===== config.mk =====
export PLATFORM = sky130hd
export DESIGN_NAME = pong_game_engine_flat
export DESIGN_NICKNAME = d
export VERILOG_FILES = /design/src/rtl/pong_game_engine_if.sv /design/src/rtl/pong_game_engine.sv /design/src/flat_wrapper.sv
export SDC_FILE = /design/constraint.sdc
export NUM_CORES = 1
export LEC_CHECK = 0
export BUFFER_PORTS_ARGS = -buffer_cell sky130_fd_sc_hd__buf_2
export CORE_MARGIN = 8
export CORE_UTILIZATION = 46
export CTS_BUF_LIST = sky130_fd_sc_hd__clkbuf_4
export DETAILED_ROUTE_END_ITERATION = 7
export PLACE_DENSITY = 0.67
export SYNTH_ARGS = -nofsm -noshare
export SYNTH_HDL_FRONTEND = slang
export SYNTH_SLANG_ARGS = --single-unit

===== constraint.sdc =====
create_clock -name clk -period 2.9 [get_ports clk]
set_input_delay 0.435 -clock clk [delete_from_list [all_inputs] [get_ports clk]]
set_output_delay 0.435 -clock clk [all_outputs]
set_load 0.02 [all_outputs]

===== src/rtl/pong_game_engine_if.sv =====
// Game-state bus between the pong engine and its surroundings: player/timing
// inputs in, paddle/ball/score state out.
interface pong_game_engine_if;
  localparam int unsigned COORD_W = 12;
  localparam int unsigned SCORE_W = 4;

  logic               frame_tick;
  logic               p1_up;
  logic               p1_down;
  logic               p2_up;
  logic               p2_down;
  logic               start;
  logic [COORD_W-1:0] paddle_1;
  logic [COORD_W-1:0] paddle_2;
  logic [COORD_W-1:0] ball_x;
  logic [COORD_W-1:0] ball_y;
  logic [SCORE_W-1:0] score_1;
  logic [SCORE_W-1:0] score_2;
  logic [1:0]         state;
  logic               point_pulse;

  modport master (
    output frame_tick, p1_up, p1_down, p2_up, p2_down, start,
    input  paddle_1, paddle_2, ball_x, ball_y, score_1, score_2, state, point_pulse
  );

  modport slave (
    input  frame_tick, p1_up, p1_down, p2_up, p2_down, start,
    output paddle_1, paddle_2, ball_x, ball_y, score_1, score_2, state, point_pulse
  );
endinterface


===== src/rtl/pong_game_engine.sv =====
// Pong game-state engine: per-frame paddle/ball motion, bounces, misses,
// scoring and the idle/play/point/game-over sequence.
module pong_game_engine #(
  parameter int unsigned H_ACTIVE    = 640,
  parameter int unsigned V_ACTIVE    = 480,
  parameter int unsigned PADDLE_H    = 64,
  parameter int unsigned PADDLE_W    = 8,
  parameter int unsigned PADDLE_X1   = 16,
  parameter int unsigned PADDLE_X2   = 616,
  parameter int unsigned BALL_SIZE   = 8,
  parameter int unsigned PADDLE_STEP = 4,
  parameter int unsigned BALL_STEP   = 2,
  parameter int unsigned WIN_SCORE   = 9,
  parameter int unsigned POINT_DELAY = 60
) (
  input logic               clk,
  input logic               reset,
  pong_game_engine_if.slave bus
);
  localparam int unsigned COORD_W = 12;
  localparam int unsigned SCORE_W = 4;
  localparam int unsigned CNT_W   = $clog2(POINT_DELAY + 1);

  localparam logic [COORD_W-1:0] PADDLE_MAX   = COORD_W'(V_ACTIVE - PADDLE_H);
  localparam logic [COORD_W-1:0] PADDLE_RESET = COORD_W'((V_ACTIVE - PADDLE_H) / 2);
  localparam logic [COORD_W-1:0] BALL_X0      = COORD_W'((H_ACTIVE - BALL_SIZE) / 2);
  localparam logic [COORD_W-1:0] BALL_Y0      = COORD_W'((V_ACTIVE - BALL_SIZE) / 2);
  localparam logic [COORD_W-1:0] BALL_Y_MAX   = COORD_W'(V_ACTIVE - BALL_SIZE);
  localparam logic [COORD_W-1:0] FACE_L       = COORD_W'(PADDLE_X1 + PADDLE_W);
  localparam logic [COORD_W-1:0] FACE_R       = COORD_W'(PADDLE_X2 - BALL_SIZE);
  localparam logic [COORD_W-1:0] MISS_R       = COORD_W'(H_ACTIVE - BALL_SIZE - BALL_STEP);
  localparam logic [COORD_W-1:0] P_STEP       = COORD_W'(PADDLE_STEP);
  localparam logic [COORD_W-1:0] B_STEP       = COORD_W'(BALL_STEP);
  localparam logic [COORD_W-1:0] B_SIZE       = COORD_W'(BALL_SIZE);
  localparam logic [COORD_W-1:0] P_HEIGHT     = COORD_W'(PADDLE_H);
  localparam logic [SCORE_W-1:0] WIN          = SCORE_W'(WIN_SCORE);
  localparam logic [SCORE_W-1:0] SCORE_MAX    = '1;
  localparam logic [CNT_W-1:0]   CNT_LAST     = CNT_W'(POINT_DELAY - 1);

  typedef enum logic [1:0] {
    S_IDLE     = 2'd0,
    S_PLAY     = 2'd1,
    S_POINT    = 2'd2,
    S_GAMEOVER = 2'd3
  } state_t;

  state_t             state_q, state_d;
  logic [COORD_W-1:0] p1_q, p1_d, p2_q, p2_d;
  logic [COORD_W-1:0] bx_q, bx_d, by_q, by_d;
  logic               dx_q, dx_d, dy_q, dy_d;   // 1 = moving right / down
  logic [SCORE_W-1:0] s1_q, s1_d, s2_q, s2_d;
  logic [CNT_W-1:0]   cnt_q, cnt_d;
  logic               pp_q, pp_d;
  logic               start_q;

  logic               start_rise;
  logic               ov1, ov2;
  logic [SCORE_W-1:0] s1_inc, s2_inc;

  assign start_rise = bus.start & ~start_q;
  assign ov1 = (by_q + B_SIZE > p1_q) && (by_q < p1_q + P_HEIGHT);
  assign ov2 = (by_q + B_SIZE > p2_q) && (by_q < p2_q + P_HEIGHT);
  assign s1_inc = (s1_q == SCORE_MAX) ? s1_q : s1_q + SCORE_W'(1);
  assign s2_inc = (s2_q == SCORE_MAX) ? s2_q : s2_q + SCORE_W'(1);

  // Paddle step with clamping; opposing buttons cancel.
  function automatic logic [COORD_W-1:0] step_paddle(logic [COORD_W-1:0] y, logic up, logic dn);
    if (up && !dn) return (y >= P_STEP) ? y - P_STEP : '0;
    if (dn && !up) return (y + P_STEP >= PADDLE_MAX) ? PADDLE_MAX : y + P_STEP;
    return y;
  endfunction

  always_ff @(posedge clk) begin
    if (reset) begin
      state_q <= S_IDLE;
      p1_q    <= PADDLE_RESET;
      p2_q    <= PADDLE_RESET;
      bx_q    <= BALL_X0;
      by_q    <= BALL_Y0;
      dx_q    <= 1'b1;
      dy_q    <= 1'b1;
      s1_q    <= '0;
      s2_q    <= '0;
      cnt_q   <= '0;
      pp_q    <= 1'b0;
      start_q <= 1'b0;
    end else begin
      state_q <= state_d;
      p1_q    <= p1_d;
      p2_q    <= p2_d;
      bx_q    <= bx_d;
      by_q    <= by_d;
      dx_q    <= dx_d;
      dy_q    <= dy_d;
      s1_q    <= s1_d;
      s2_q    <= s2_d;
      cnt_q   <= cnt_d;
      pp_q    <= pp_d;
      start_q <= bus.start;
    end
  end

  always_comb begin
    state_d = state_q;
    p1_d    = p1_q;
    p2_d    = p2_q;
    bx_d    = bx_q;
    by_d    = by_q;
    dx_d    = dx_q;
    dy_d    = dy_q;
    s1_d    = s1_q;
    s2_d    = s2_q;
    cnt_d   = cnt_q;
    pp_d    = 1'b0;
    case (state_q)
      S_IDLE: begin
        if (start_rise) state_d = S_PLAY;
      end
      S_PLAY: begin
        if (bus.frame_tick) begin
          p1_d = step_paddle(p1_q, bus.p1_up, bus.p1_down);
          p2_d = step_paddle(p2_q, bus.p2_up, bus.p2_down);
          if (dy_q && (by_q + B_STEP >= BALL_Y_MAX)) begin
            by_d = BALL_Y_MAX;
            dy_d = 1'b0;
          end else if (!dy_q && (by_q <= B_STEP)) begin
            by_d = '0;
            dy_d = 1'b1;
          end else begin
            by_d = dy_q ? by_q + B_STEP : by_q - B_STEP;
          end
          // A miss overrides the vertical step by recentring; dy is kept.
          if (!dx_q) begin
            if ((bx_q <= FACE_L + B_STEP) && (bx_q >= FACE_L) && ov1) begin
              bx_d = FACE_L;
              dx_d = 1'b1;
            end else if (bx_q <= B_STEP) begin
              s2_d    = s2_inc;
              pp_d    = 1'b1;
              bx_d    = BALL_X0;
              by_d    = BALL_Y0;
              dx_d    = 1'b0;
              cnt_d   = '0;
              state_d = (s2_inc == WIN) ? S_GAMEOVER : S_POINT;
            end else begin
              bx_d = bx_q - B_STEP;
            end
          end else begin
            if ((bx_q + B_STEP >= FACE_R) && (bx_q <= FACE_R) && ov2) begin
              bx_d = FACE_R;
              dx_d = 1'b0;
            end else if (bx_q >= MISS_R) begin
              s1_d    = s1_inc;
              pp_d    = 1'b1;
              bx_d    = BALL_X0;
              by_d    = BALL_Y0;
              dx_d    = 1'b1;
              cnt_d   = '0;
              state_d = (s1_inc == WIN) ? S_GAMEOVER : S_POINT;
            end else begin
              bx_d = bx_q + B_STEP;
            end
          end
        end
      end
      S_POINT: begin
        if (bus.frame_tick) begin
          p1_d = step_paddle(p1_q, bus.p1_up, bus.p1_down);
          p2_d = step_paddle(p2_q, bus.p2_up, bus.p2_down);
          if (cnt_q == CNT_LAST) begin
            cnt_d   = '0;
            state_d = S_PLAY;
          end else begin
            cnt_d = cnt_q + CNT_W'(1);
          end
        end
      end
      S_GAMEOVER: begin
        if (start_rise) begin
          state_d = S_IDLE;
          s1_d    = '0;
          s2_d    = '0;
          p1_d    = PADDLE_RESET;
          p2_d    = PADDLE_RESET;
          bx_d    = BALL_X0;
          by_d    = BALL_Y0;
        end
      end
      default: state_d = S_IDLE;
    endcase
  end

  assign bus.paddle_1    = p1_q;
  assign bus.paddle_2    = p2_q;
  assign bus.ball_x      = bx_q;
  assign bus.ball_y      = by_q;
  assign bus.score_1     = s1_q;
  assign bus.score_2     = s2_q;
  assign bus.state       = state_q;
  assign bus.point_pulse = pp_q;
endmodule


===== src/flat_wrapper.sv =====
// flat-port wrapper written by rule: the top's interface ports become plain ports
module pong_game_engine_flat 
#(
  parameter int unsigned H_ACTIVE    = 640,
  parameter int unsigned V_ACTIVE    = 480,
  parameter int unsigned PADDLE_H    = 64,
  parameter int unsigned PADDLE_W    = 8,
  parameter int unsigned PADDLE_X1   = 16,
  parameter int unsigned PADDLE_X2   = 616,
  parameter int unsigned BALL_SIZE   = 8,
  parameter int unsigned PADDLE_STEP = 4,
  parameter int unsigned BALL_STEP   = 2,
  parameter int unsigned WIN_SCORE   = 9,
  parameter int unsigned POINT_DELAY = 60
)
  (clk, reset, bus_frame_tick, bus_p1_up, bus_p1_down, bus_p2_up, bus_p2_down, bus_start, bus_paddle_1, bus_paddle_2, bus_ball_x, bus_ball_y, bus_score_1, bus_score_2, bus_state, bus_point_pulse);
  pong_game_engine_if bus_i ();
  input logic clk;
  input logic reset;
  input wire logic [$bits(bus_i.frame_tick)-1:0] bus_frame_tick;
  input wire logic [$bits(bus_i.p1_up)-1:0] bus_p1_up;
  input wire logic [$bits(bus_i.p1_down)-1:0] bus_p1_down;
  input wire logic [$bits(bus_i.p2_up)-1:0] bus_p2_up;
  input wire logic [$bits(bus_i.p2_down)-1:0] bus_p2_down;
  input wire logic [$bits(bus_i.start)-1:0] bus_start;
  output wire logic [$bits(bus_i.paddle_1)-1:0] bus_paddle_1;
  output wire logic [$bits(bus_i.paddle_2)-1:0] bus_paddle_2;
  output wire logic [$bits(bus_i.ball_x)-1:0] bus_ball_x;
  output wire logic [$bits(bus_i.ball_y)-1:0] bus_ball_y;
  output wire logic [$bits(bus_i.score_1)-1:0] bus_score_1;
  output wire logic [$bits(bus_i.score_2)-1:0] bus_score_2;
  output wire logic [$bits(bus_i.state)-1:0] bus_state;
  output wire logic [$bits(bus_i.point_pulse)-1:0] bus_point_pulse;
  assign bus_i.frame_tick = bus_frame_tick;
  assign bus_i.p1_up = bus_p1_up;
  assign bus_i.p1_down = bus_p1_down;
  assign bus_i.p2_up = bus_p2_up;
  assign bus_i.p2_down = bus_p2_down;
  assign bus_i.start = bus_start;
  assign bus_paddle_1 = bus_i.paddle_1;
  assign bus_paddle_2 = bus_i.paddle_2;
  assign bus_ball_x = bus_i.ball_x;
  assign bus_ball_y = bus_i.ball_y;
  assign bus_score_1 = bus_i.score_1;
  assign bus_score_2 = bus_i.score_2;
  assign bus_state = bus_i.state;
  assign bus_point_pulse = bus_i.point_pulse;
  pong_game_engine #(.H_ACTIVE(H_ACTIVE), .V_ACTIVE(V_ACTIVE), .PADDLE_H(PADDLE_H), .PADDLE_W(PADDLE_W), .PADDLE_X1(PADDLE_X1), .PADDLE_X2(PADDLE_X2), .BALL_SIZE(BALL_SIZE), .PADDLE_STEP(PADDLE_STEP), .BALL_STEP(BALL_STEP), .WIN_SCORE(WIN_SCORE), .POINT_DELAY(POINT_DELAY)) u_core (.clk(clk), .reset(reset), .bus(bus_i));
endmodule

==> key figures <==
Setup path
  – Crit end category: flop
  – Path length in cells of the critical path: 11
  – WS Path Type: reg -> reg
  – Top fanout value on the critical path: 6
  – CP bufs+invs: 1
  – Worst setup startpoint: u_core.bus.paddle_1[10]
  – Number of cell instances on the worst register-to-register path: 11
  – Maximum cell stage delay along the critical path: 0.40 ns
  – Startpoint types: flop
  – WP data arrival: 3.19 ns
  – Data required time at the worst endpoint: 3.28 ns
  – Launch point of the worst reg-to-reg path: u_core.bus.paddle_1[10]
  – Cell with the biggest individual delay on the critical path: or4_1
  – CP cell instances: inv_1 -> nor3_4 -> xnor2_2 -> ha_2 -> or4_1 -> or4_1 -> a2111o_1 -> a311o_2 -> nand3_4 -> o211a_1 -> o22ai_1
  – Gate family responsible for the most delay along the worst path: simple AND/OR/NAND/NOR gates
  – Cell occurring most often along the worst timing path: or4_1

Detailed routing
  – Uppermost layer routed: met4
  – Via count: 7,074
  – Routed len/inst: 18.4 um
  – M1 wire length: 9230 um
  – Total routed wirelength: 21,100 um
  – DR WL met2: 9170 um
  – Via count normalized by instance count: 6.17
  – DRC viols: 0
  – Antenna viol nets, final: 0
  – Met3 wire len: 1840 um
  – Drt pass-1 iters: 5
  – DR iter-0 viols: 622

Synthesis
  – Post-synthesis sequential element count: 67
  – Dominant combinational cell family by area after synthesis: simple AND/OR/NAND/NOR gates
  – Avg Inst Size Synth: 7.39 um2
  – Mapped Nets: 937
  – Post-Syn Instances: 860
  – Post-synth EDFFs: 0
  – Adder and majority gate portion of the synthesized area: 13.6%
  – Asr flop ratio synth: 0%
  – XOR/XNOR Fraction of Synth Area: 4.82%
  – Post-synth cell types: 77
  – Synth Area in Compound Gates: 25.7%
  – Share of cell area taken by muxes after synthesis: 2.09%
  – Synthesis warning total: 0
  – Primary flip-flop cell chosen by synthesis mapping: dfxtp_1
  – Share of the yosys chip area belonging to registers: 21.1%
  – Post-synthesis cell area: 6350 um2
  – Synth Area in Simple Gates: 26.5%

GRT
  – Number of global-route vias before repair: 6,535
  – Antenna violations before repair: 1
  – Pin count of the biggest net entering global routing: 26
  – All-Layer GR Usage: 23.5%
  – Wire length of the first global-routing pass: 34,300 um
  – Total gr overflow: 0

Cells and area
  – Final cell count without fillers: 1,146
  – Post-route cell area: 7560 um2
  – Area used by multi-input combinational logic: 4730 um2
  – Area overhead of the layout relative to synthesis: 19.0%
  – Share of layout cells above drive strength 1: 20.4%
  – Filler instances: 1,311
  – Storage element area: 1370 um2
  – Count of nets after finishing: 1,037

Power and ir drop
  – Static Leak: 0.00314 uW
  – Share of power burned in the clock network: 15.6%
  – Power density cells: 579 nW/um2
  – Part of the power in combinational logic: 56.4%
  – Largest voltage drop on the vdd net: 374 uV
  – Switching power as a share of total power: 49.1%
  – Net Switching: 2150 uW
  – Sequential power share: 28.0%
  – Internal Pwr Total: 2230 uW
  – Design Power: 4380 uW

Die
  – Starting density of the core: 46.5%
  – Total die area: 17,800 um2
  – Die Span Y: 134 um
  – Area inside the core boundary: 13,700 um2
  – Row count: 43
  – I/O Pins: 67
  – Die boundary width: 134 um

Run
  – # Max-Cap Violations: 0

Clock tree
  – Clock tree sinks: 67
  – Maximum clock insertion buffer count: 2
  – Number of hold-repair buffers added at the cts stage: 0
  – Clock-pin slew reported for the worst setup and hold paths after clock tree synthesis: 0.14 ns
  – Clk root buf: clkbuf_4
  – TritonCTS clock tree: done
  – Later-pin clock latency in the skew report: 0.47 ns
  – Level count of the clock H-tree: 3
  – Num CTS Buffers: 9

Min path
  – Worst hold path startpoint: bus_start
  – Class of the most critical hold timing path: in -> reg
  – Min-Delay Path Depth: 2

STA
  – Final hold violation count: 0
  – RSZ-0062 raised after global routing: true
  – Final setup TNS: 0 ns
  – Post-route setup slack: 0.0812 ns
  – Min cycle time layout: 2.82 ns
  – Fin. max-slew vios: 0
  – Layout Skew: 0.0261 ns
  – Max transition margin: 33.1%
  – Count of endpoints failing setup in the final report: 0
  – Highest attainable clock frequency: 0.355 GHz
  – Period utilisation layout: 97.2%
  – Slew @ Worst Pin: 0.996 ns

Place
  – Half-perimeter wire length after placement: 16,100 um
  – RePlAce Congestion: 0.961
  – Pre-CTS WS: -0.0124 ns
  – Post-detailed-placement cell area: 7300 um2
  – Number of input and output port buffers inserted: 65
  – Inst Count DP: 1,128

Run status
  – Outcome: finished clean
logic make-up after synthesis:
group / after synthesis
AOI/OAI and AO/OA: 246
buffers and inverters: 100
DFF: 67
and+or+nand+nor: 329
adders and majority gates: 69
muxes: 13
other: 1
xor gates and xnor gates: 35
worst register-to-register path, stage by stage, from the launching register on:
cell	delay [ns]
dfxtp_2	0.35
inv_1	0.06
nor3_4	0.20
xnor2_2	0.11
ha_2	0.17
or4_1	0.39
or4_1	0.40
a2111o_1	0.29
a311o_2	0.40
nand3_4	0.14
o211a_1	0.16
o22ai_1	0.06
path summary, 6_finish.rpt:
check / slack, ns / end
setup / recovery: 0.08 / u_core.bus.ball_x[7]
hold / removal: 0.20 / u_core.start_q
setup reg to reg: 0.08 / u_core.bus.ball_x[7]
hold reg to reg: 0.50 / u_core.cnt_q[5]
cell type report:
type / count / share of cell area [%]
inverter: 48 / 2.38
tap: 180 / 2.98
multi-input combinational: 693 / 62.6
clock buffer: 9 / 0.893
clock inverter: 7 / 0.993
timing repair buffer: 141 / 12.1
antenna: 1 / 0.0331
sequential: 67 / 18.1
flip-flops by register name, summed over array words and instances, names as in the netlist:
name	count
u_core.bus.score_2	4
u_core.start_q	1
u_core.bus.score_1	4
u_core.bus.ball_x	11
u_core.dy_q	1
u_core.bus.paddle_1	12
u_core.bus.state	2
u_core.cnt_q	6
u_core.dx_q	1
u_core.bus.paddle_2	12
u_core.bus.ball_y	12
u_core.bus.point_pulse	1
repair_timing:
action,in CTS,in global routing
resized for setup,1,24
pin swaps,0,10
setup endpoints to repair,3,11
buffers inserted,0,1
gates cloned,0,0
through the flow:
stage | hold WS, ns | utilization (%)
floorplan | 0.449 | -
global placement | 0.474 | 53.5
detailed placement | 0.478 | 53.5
CTS | 0.157 | 54.5
global route | 0.180 | 55.3
finish | 0.200 | 55.3
synth_stat cells, drive strengths merged, types with 12 or more instances:
library cell,count,area share (%)
o211ai,14,1.7
a31oi,22,2.2
ha,69,14
nand2b,12,1.2
o21ai,41,3.2
clkbuf,46,2.7
a211oi,12,1.4
nor3,44,3.5
dfxtp,67,21
a21oi,65,5.1
inv,48,2.8
xnor2,27,3.7
nor2,70,4.2
and3,14,1.4
nand4,22,2.2
nand2,58,3.4
nand3,51,4.1
cell usage in the layout (no fill, tap or decap), drive strengths merged, types with 10 or more instances in the layout:
cell and n:
a211oi 12, nor2b 11, a31oi 22, ha 69, xnor2 27, nor3 44
inv 50, o21ai 41, nor2 70, nand4 22, o211ai 14, dfxtp 67
nand3 51, nand2 58, nor4 10, and3 14, a21oi 65, mux2i 11
nand2b 12, buf 141, o21a 10
routing by layer:
layer / global-route usage [%] / vias to the layer above
met2: 36.2 / 342
met3: 3.80 / 58
met1: 31.1 / 3256
met4: 11.7 / 0
met5: 0 / -
li1: - / 3418
power by group through the flow:
stage	clock (uW)	sequential [uW]	combinational, uW
finish	682	1220	2470
global route	737	1240	2720
CTS	702	1220	2400
detailed placement	0	1240	2390
global placement	0	1240	2380
floorplan	0	1310	1530
(Power assumes the default switching activity.)
